## src/rtl/veririsc_pkg.sv

```systemverilog
// Shared VeriRISC types: opcode and machine-cycle phase encodings plus ALU-class helper.
// Used by the controller, its phase sequencer and the ALU.
package veririsc_pkg;

   localparam int OPC_WIDTH   = 3;
   localparam int PHASE_WIDTH = 3;

   typedef enum logic [OPC_WIDTH-1:0] {
      HLT = 3'd0,
      SKZ = 3'd1,
      ADD = 3'd2,
      AND = 3'd3,
      XOR = 3'd4,
      LDA = 3'd5,
      STO = 3'd6,
      JMP = 3'd7
   } opcode_e;

   typedef enum logic [PHASE_WIDTH-1:0] {
      INST_ADDR  = 3'd0,
      INST_FETCH = 3'd1,
      INST_LOAD  = 3'd2,
      IDLE       = 3'd3,
      OP_ADDR    = 3'd4,
      OP_FETCH   = 3'd5,
      ALU_OP     = 3'd6,
      STORE      = 3'd7
   } phase_e;

   // Opcodes that read a memory operand and write the accumulator.
   function automatic logic is_aluop(opcode_e op);
      return (op == ADD) || (op == AND) || (op == XOR) || (op == LDA);
   endfunction

   function automatic phase_e next_phase(phase_e p);
      return phase_e'(p + 3'd1);
   endfunction

endpackage

```

## src/rtl/veririsc_ctrl_if.sv

```systemverilog
// Controller-facing bus: opcode/zero in, control strobes and debug phase out.
// mem_ready exists only when CTRL_MEM_WAIT_EN is defined.
interface veririsc_ctrl_if;
   import veririsc_pkg::*;

   logic [OPC_WIDTH-1:0]   opcode;
   logic                   zero;
`ifdef CTRL_MEM_WAIT_EN
   logic                   mem_ready;
`endif
   logic                   sel;
   logic                   rd;
   logic                   ld_ir;
   logic                   inc_pc;
   logic                   ld_pc;
   logic                   halt;
   logic                   data_e;
   logic                   ld_ac;
   logic                   wr;
   logic [PHASE_WIDTH-1:0] phase;

   modport master (
      output opcode, zero,
`ifdef CTRL_MEM_WAIT_EN
      output mem_ready,
`endif
      input  sel, rd, ld_ir, inc_pc, ld_pc, halt, data_e, ld_ac, wr, phase
   );

   modport slave (
      input  opcode, zero,
`ifdef CTRL_MEM_WAIT_EN
      input  mem_ready,
`endif
      output sel, rd, ld_ir, inc_pc, ld_pc, halt, data_e, ld_ac, wr, phase
   );

endinterface

```

## src/rtl/veririsc_phase_seq.sv

```systemverilog
// Eight-phase machine-cycle counter with sticky halt; advances one phase per clk.
// With CTRL_MEM_WAIT_EN, fetch phases hold while mem_ready_i is low.
module veririsc_phase_seq
   import veririsc_pkg::*;
(
   input  logic    clk,
   input  logic    rst,
   input  opcode_e opcode_i,
`ifdef CTRL_MEM_WAIT_EN
   input  logic    mem_ready_i,
`endif
   output phase_e  phase_o,
   output logic    halted_o
);

   phase_e phase_q, phase_d;
   logic   halted_q, halted_d;
   logic   ready;
   logic   hold;

`ifdef CTRL_MEM_WAIT_EN
   assign ready = mem_ready_i;
`else
   assign ready = 1'b1;
`endif

   // Operand fetch only stalls when memory is actually being read.
   assign hold = !ready &&
                 ((phase_q == INST_FETCH) ||
                  ((phase_q == OP_FETCH) && is_aluop(opcode_i)));

   always_comb begin
      phase_d  = phase_q;
      halted_d = halted_q;
      if (halted_q) begin
         phase_d = phase_q;
      end else if ((phase_q == OP_ADDR) && (opcode_i == HLT)) begin
         halted_d = 1'b1;
      end else if (!hold) begin
         phase_d = next_phase(phase_q);
      end
   end

   always_ff @(posedge clk or negedge rst) begin
      if (!rst) begin
         phase_q  <= INST_ADDR;
         halted_q <= 1'b0;
      end else begin
         phase_q  <= phase_d;
         halted_q <= halted_d;
      end
   end

   assign phase_o  = phase_q;
   assign halted_o = halted_q;

endmodule

```

## src/rtl/veririsc_ctrl.sv

```systemverilog
// VeriRISC instruction-cycle controller: combinational strobe decode over the phase sequencer.
// Optional memory wait-state hold under CTRL_MEM_WAIT_EN.
module veririsc_ctrl
   import veririsc_pkg::*;
#(
   parameter int OPC_W   = 3,
   parameter int PHASE_W = 3
) (
   input  logic           clk,
   input  logic           rst,
   veririsc_ctrl_if.slave bus
);

   logic [OPC_W-1:0]   opc_raw;
   logic [PHASE_W-1:0] phase_raw;
   opcode_e            opc;
   phase_e             phase;
   logic               halted;
   logic               alu;

   logic sel, rd, ld_ir, inc_pc, ld_pc, halt, data_e, ld_ac, wr;

   assign opc_raw = bus.opcode;
   assign opc     = opcode_e'(opc_raw);
   assign alu     = is_aluop(opc);

   veririsc_phase_seq u_seq (
      .clk         (clk),
      .rst         (rst),
      .opcode_i    (opc),
`ifdef CTRL_MEM_WAIT_EN
      .mem_ready_i (bus.mem_ready),
`endif
      .phase_o     (phase),
      .halted_o    (halted)
   );

   // Reset forces phase to INST_ADDR, so the reset output pattern falls out of the decode.
   always_comb begin
      sel    = 1'b0;
      rd     = 1'b0;
      ld_ir  = 1'b0;
      inc_pc = 1'b0;
      ld_pc  = 1'b0;
      halt   = 1'b0;
      data_e = 1'b0;
      ld_ac  = 1'b0;
      wr     = 1'b0;
      if (halted) begin
         halt = 1'b1;
      end else begin
         case (phase)
            INST_ADDR: begin
               sel = 1'b1;
            end
            INST_FETCH: begin
               sel = 1'b1;
               rd  = 1'b1;
            end
            INST_LOAD, IDLE: begin
               sel   = 1'b1;
               rd    = 1'b1;
               ld_ir = 1'b1;
            end
            OP_ADDR: begin
               halt   = (opc == HLT);
               inc_pc = (opc != HLT);
            end
            OP_FETCH: begin
               rd = alu;
            end
            ALU_OP: begin
               rd     = alu;
               inc_pc = (opc == SKZ) && bus.zero;
               ld_pc  = (opc == JMP);
               data_e = (opc == STO);
            end
            STORE: begin
               rd     = alu;
               ld_ac  = alu;
               ld_pc  = (opc == JMP);
               wr     = (opc == STO);
               data_e = (opc == STO);
            end
            default: begin
               sel = 1'b1;
            end
         endcase
      end
   end

   assign phase_raw  = phase;
   assign bus.phase  = phase_raw;
   assign bus.sel    = sel;
   assign bus.rd     = rd;
   assign bus.ld_ir  = ld_ir;
   assign bus.inc_pc = inc_pc;
   assign bus.ld_pc  = ld_pc;
   assign bus.halt   = halt;
   assign bus.data_e = data_e;
   assign bus.ld_ac  = ld_ac;
   assign bus.wr     = wr;

endmodule

```

## src/flat_wrapper.sv

```systemverilog
// flat-port wrapper written by rule: the top's interface ports become plain ports
module veririsc_ctrl_flat import veririsc_pkg::*;
#(
   parameter int OPC_W   = 3,
   parameter int PHASE_W = 3
)
  (clk, rst, bus_opcode, bus_zero, bus_sel, bus_rd, bus_ld_ir, bus_inc_pc, bus_ld_pc, bus_halt, bus_data_e, bus_ld_ac, bus_wr, bus_phase);
  veririsc_ctrl_if bus_i ();
  input  logic clk;
  input  logic rst;
  input wire logic [$bits(bus_i.opcode)-1:0] bus_opcode;
  input wire logic [$bits(bus_i.zero)-1:0] bus_zero;
  output wire logic [$bits(bus_i.sel)-1:0] bus_sel;
  output wire logic [$bits(bus_i.rd)-1:0] bus_rd;
  output wire logic [$bits(bus_i.ld_ir)-1:0] bus_ld_ir;
  output wire logic [$bits(bus_i.inc_pc)-1:0] bus_inc_pc;
  output wire logic [$bits(bus_i.ld_pc)-1:0] bus_ld_pc;
  output wire logic [$bits(bus_i.halt)-1:0] bus_halt;
  output wire logic [$bits(bus_i.data_e)-1:0] bus_data_e;
  output wire logic [$bits(bus_i.ld_ac)-1:0] bus_ld_ac;
  output wire logic [$bits(bus_i.wr)-1:0] bus_wr;
  output wire logic [$bits(bus_i.phase)-1:0] bus_phase;
  assign bus_i.opcode = bus_opcode;
  assign bus_i.zero = bus_zero;
  assign bus_sel = bus_i.sel;
  assign bus_rd = bus_i.rd;
  assign bus_ld_ir = bus_i.ld_ir;
  assign bus_inc_pc = bus_i.inc_pc;
  assign bus_ld_pc = bus_i.ld_pc;
  assign bus_halt = bus_i.halt;
  assign bus_data_e = bus_i.data_e;
  assign bus_ld_ac = bus_i.ld_ac;
  assign bus_wr = bus_i.wr;
  assign bus_phase = bus_i.phase;
  veririsc_ctrl #(.OPC_W(OPC_W), .PHASE_W(PHASE_W)) u_core (.clk(clk), .rst(rst), .bus(bus_i));
endmodule
```

## config.mk

```make
export PLATFORM = sky130hd
export DESIGN_NAME = veririsc_ctrl_flat
export DESIGN_NICKNAME = d
export VERILOG_FILES = /design/src/rtl/veririsc_pkg.sv /design/src/rtl/veririsc_ctrl_if.sv /design/src/rtl/veririsc_phase_seq.sv /design/src/rtl/veririsc_ctrl.sv /design/src/flat_wrapper.sv
export SDC_FILE = /design/constraint.sdc
export NUM_CORES = 1
export LEC_CHECK = 0
export CAP_MARGIN = 5
export CORE_AREA = 2 2 39 41
export CTS_BUF_LIST = sky130_fd_sc_hd__clkbuf_4 sky130_fd_sc_hd__clkbuf_8
export DETAILED_ROUTE_END_ITERATION = 10
export DIE_AREA = 0 0 41 43
export PLACE_DENSITY = 0.61
export SKIP_LAST_GASP = 1
export SLEW_MARGIN = 25
export SYNTH_ARGS = -nofsm -noshare
export SYNTH_HDL_FRONTEND = slang
export SYNTH_SLANG_ARGS = --single-unit
```

## constraint.sdc

```tcl
create_clock -name clk -period 1.9 [get_ports clk]
set_input_delay 0.38 -clock clk [delete_from_list [all_inputs] [get_ports clk]]
set_output_delay 0.38 -clock clk [all_outputs]
set_load 0.005 [all_outputs]
```

* Word-level counts from Yosys, hierarchy flattened *
Index checks and enable logic that the tools add are counted.

word-level totals
  output and inout bits = 12
  bits in registers = 4

cells by class
  reduce and logical (&&, ||, !) cells = 14
  equal/unequal tests = 14
  muxes and demuxes = 20
  bitwise operators = 2
  add/subtract/negate cells = 1

operator list
  cell                 number
  $eq 3x3->1 const B   8
  $mux 1               18
  $eq 3x2->1 const B   4
  $eq 3x1->1 const B   2
  $logic_not 3->1      2
  $reduce_or 3->1      2
  $pmux 1 s2           2
  $reduce_or 2->1      2
  $reduce_or 4->1      1
  $add 3x1->3 const B  1
  $logic_or 1x1->1     3
  $reduce_bool 3->1    1
  $logic_and 1x1->1    2
  $not 1->1            2
  $reduce_and 2->1     1

* Longest topological paths before layout *
  depth after elaboration = 6
  mapped depth = 5
  mapped depth without buffers = 5

* Cells and area by module *
Synthesis repeated with hierarchy kept, for this count alone.

unflattened totals
  cells, all modules = 35
  area total of the unflattened synthesis = 327.8 um^2

modules (own cells, without submodules)
  module              instances  cells an instance  seq. area each (um^2)  area an instance (um^2)
  veririsc_phase_seq  1          17                 100.1                  214.0
  veririsc_ctrl       1          18                 0.0                    113.9

* Worst setup path before layout *
OpenSTA, ideal clock, no wires.

  path kind = reg-to-output
  start point = reg u_core.u_seq.phase_q[0], in the netlist u_core.u_seq.phase_o[0]
  end point = out bus_sel
  slack = 0.209 ns
  buffers on the path = 0
  arrival time = 1.311 ns
  stages on the path, launching flop included = 6
  cell sequence = dfrtp_1 -> inv_1 -> ha_1 -> or3_1 -> a21oi_1 -> nor2_1

between the ends
  longest elaborated chain between the ends = 4
  elaborated cells on any way between the ends = 7

RTL lines
  item                                line                      text
  from (decl)                         veririsc_phase_seq.sv:16  phase_e phase_q, phase_d;
  from (signal assigned)              veririsc_phase_seq.sv:49  phase_q <= phase_d;
  $eq 3x1->1 (tied with other cells)  veririsc_ctrl.sv:52       case (phase)
  $reduce_or 4->1 (no source line) *  n/a
  $mux 1 *                            veririsc_ctrl.sv:52
  $mux 1 *                            veririsc_ctrl.sv:49       if (halted) begin
  to (decl)                           flat_wrapper.sv:13        output wire logic [$bits(bus_i.sel)-1:0] bus_sel;

Every way passes the cells marked *; elsewhere a longest branch is shown, timed or not.

* Worst setup path in the final report *
  start point = reg u_core.u_seq.phase_q[0], in the netlist u_core.u_seq.phase_o[0]
  end point = out bus_rd

between the ends
  longest elaborated chain between the ends = 4
  elaborated cells on any way between the ends = 10

RTL lines
  item                                line                 text
  $eq 3x3->1 (tied with other cells)  veririsc_ctrl.sv:52
  $reduce_or 3->1 (no source line)    n/a
  $pmux 1 s2 *                        veririsc_ctrl.sv:52
  $mux 1 *                            veririsc_ctrl.sv:49
  to (decl)                           flat_wrapper.sv:14   output wire logic [$bits(bus_i.rd)-1:0] bus_rd;

Marked as above.

==> impl_results.md <==
* Initial antenna violation count at 0
* Diode count at 0
* Seq/Total Area, Yosys at 25.32%
* Num CTS Buffers at 3
* Io pins at 18
* Share of the synthesized area in the top cell type at 25.32%
* Critical path's largest stage delay at 0.45 ns
* Gate Count Post-Synth at 44
* R2r setup slk at 0.26 ns
* Largest net degree at the start of global routing at 11
* Nets at 94
* Failing checks: negative setup slack
* Critical path type: flop to output port
* Critical Path Start: u_core.u_seq.phase_o[0]$_DFFE_PN0P_
* PD cells at 1712 nW/um^2
* Layout cells sized above 1 at 62.50%
* Routed wire length at 1.231 mm
* Hold Crit Class: input pin to async pin
* Yosys synthesis warning count at 0
* Drt first-iter violations at 3
* Clock period minus worst slack at 2.003 ns
* Worst vdd ir at 1.003 mV
* All-layer global routing usage at 16.20%
* Slew headroom at 79.01%
* Crit-path slowest cell: dfrtp_2
* H-Tree Depth at 1
* Max-slew violations at 0
* Via count at 453
* Critical Path Fanout Max at 4
* Lkg Pwr at 0.3596 nW
* Status: complete, but fails checks
* Crit path required time at 1.52 ns
* CTS tree: done
* Slew @ Worst Pin at 0.3148 ns
* Post-DP HPWL at 878.8 microns
* Top post-synthesis cells by area: dfrtp_1, ha_1, a31oi_4, inv_1, xnor2_1
* FF+latch count, synth at 4
* Largest area contributor in the netlist: dfrtp_1
* R2r startpoint: u_core.u_seq.phase_o[0]$_DFFE_PN0P_
* Final Wtd Congestion at 0.7258
* RSZ-0062 raised after global routing: yes
* Synth-to-Final Area Change at 108.5%
* CP cell instances: ha_4 -> ha_4 -> a2111oi_4 -> a311oi_2 -> buf_2
* Mapped Nets at 56
* EDFF count, synth at 0
* Post-synthesis average cell area at 8.986 sq um
* Vias/cell at 4.719
* Final Hold Fails at 0
* Yosys cell types at 23
* Fmax at 0.4991 GHz
* DRT antenna net count at 0
* Total Power at 1.412 mW
* First-pass GRT wire length at 1.932 mm
* Global route total overflow at 0
* Post-Route Utilization at 59.58%
* Synth Flop Type: dfrtp_1
* Die Area at 1763 sq um
* Commonest cells in the netlist: ha_1, inv_1, dfrtp_1, nor2_1
* Die X at 41 microns
* Top cell by count, worst path: ha_4
* Avg WL per Cell at 12.82 microns
* Clock-pin slew on the worst setup and hold paths at 0.04 ns
* CP Launch Type: flop
* Final number of setup-violating endpoints at 2
* Vias in the first global route at 470
* Count leader, synth: ha_1
* Root buffer cell: clkbuf_4
* Clk sinks at 4
* Crit end category: output port
* Clk_lat worst skew at 0.24 ns
* First-pass DRT Iterations at 4
* Post-synth ARST share at 100.0%
* Rows at 14
* Die height at 43 microns
* Clock buffer depth at 2
* Max Clock Skew at 0.007030 ns
* DRC Markers at 0
* Setup WS post-layout at -0.1034 ns
* CTS Hold Bufs at 0
* Effective utilization at floorplan at 28.57%
* Max_cap viols at 0
* Post-synthesis instance area at 395.4 sq um
* Worst Path Arrival at 1.62 ns
* IO Port Bufs at 17
* Final period utilization at 105.4%
* Core Region at 1384 sq um
* Setup TNS at -0.1841 ns
==> repair_timing <==
action	in CTS	in global routing
resized for setup	57	8
endpoints found under the setup margin	9	9
setup buffers	3	1
pin swaps	11	2
==> cell families (layout without fill, tap and decap cells) <==
group / count (synthesis) / count (layout) / synth area share (%)
compound gates: 8 / 8 / 17.09
xor+xnor: 2 / 2 / 4.431
fa+ha+maj: 6 / 6 / 18.99
buf+inv: 7 / 43 / 6.960
flops: 4 / 4 / 25.32
mux: 1 / 1 / 3.796
simple gates: 16 / 16 / 23.42
==> through the flow <==
stage	setup WS [ns]	hold slack [ns]	area [sq um]	cells
4_1_cts	-0.09821	0.3611	795.8	95
3_5_place_dp	-0.4153	0.6182	681.9	89
6_report	-0.1034	0.3542	824.5	96
3_3_place_gp	-0.3795	0.5898	681.9	89
5_1_grt	-0.1691	0.3657	824.5	96
2_1_floorplan	0.2085	0.08441	395.4	44
==> worst paths after layout <==
| kind | end | cells past startpoint |
|---|---|---|
| max | bus_rd | 5 |
| min | u_core.u_seq.halted_o$_DFF_PN0_ | 1 |
| max reg2reg | u_core.u_seq.phase_o[1]$_DFFE_PN0P_ | 7 |
| min reg2reg | u_core.u_seq.phase_o[1]$_DFFE_PN0P_ | 2 |
| max in group asynchronous | u_core.u_seq.phase_o[1]$_DFFE_PN0P_ | 1 |
| min in group clk | u_core.u_seq.phase_o[1]$_DFFE_PN0P_ | 2 |
==> critical path: cells and delay by family (launching register included) <==
family | cells | cell delay (ns)
buf+inv | 1 | 0.14
compound gates | 2 | 0.43
fa+ha+maj | 2 | 0.36
flops | 1 | 0.45
==> flip-flops by register name, summed over array words and instances (netlist names) <==
name                   cells
u_core.u_seq.halted_o      1
u_core.u_seq.phase_o       3
==> cell usage in the layout (no fill, tap or decap), drive strengths merged <==
master / netlist / final
nor4b: 1 / 1
a31oi: 2 / 2
clkdlybuf4s15: 0 / 1
nor2: 4 / 4
mux2: 1 / 1
a21oi: 3 / 3
a311oi: 1 / 1
o211ai: 1 / 1
nand2b: 1 / 1
xnor2: 2 / 2
clkbuf: 1 / 4
nor3: 2 / 2
nand3: 1 / 1
inv: 5 / 5
a2111oi: 1 / 1
nor4: 2 / 2
nand2: 3 / 3
buf: 1 / 25
nor2b: 1 / 1
dlygate4sd2: 0 / 3
dfrtp: 4 / 4
clkdlybuf4s50: 0 / 5
or3: 1 / 1
ha: 6 / 6
==> per-layer routing <==
| metal | GRT usage, % | share of wire [%] | up-vias |
|---|---|---|---|
| met5 | 0 | 0 | - |
| met4 | 8.000 | 1.5 | 0 |
| met3 | 0 | 3.5 | 2 |
| met2 | 30.94 | 59 | 10 |
| met1 | 16.18 | 36 | 213 |
| li1 | - | - | 228 |
==> report_power, final <==
group | switching (mW) | internal, mW | total [mW]
sequential | 0.0803 | 0.137 | 0.217
combinational | 0.461 | 0.624 | 1.08
clock | 0.0392 | 0.0710 | 0.110
total | 0.580 | 0.832 | 1.41
==> cell type report <==
| type | instances | area, sq um |
|---|---|---|
| fill | 124 | 559.3 |
| multi-input combinational | 33 | 389.1 |
| timing repair buffer | 35 | 269.0 |
| sequential | 4 | 102.6 |
| clock buffer | 3 | 22.52 |
| inverter | 5 | 21.27 |
| tap | 16 | 20.02 |
(Power assumes the default switching activity.)
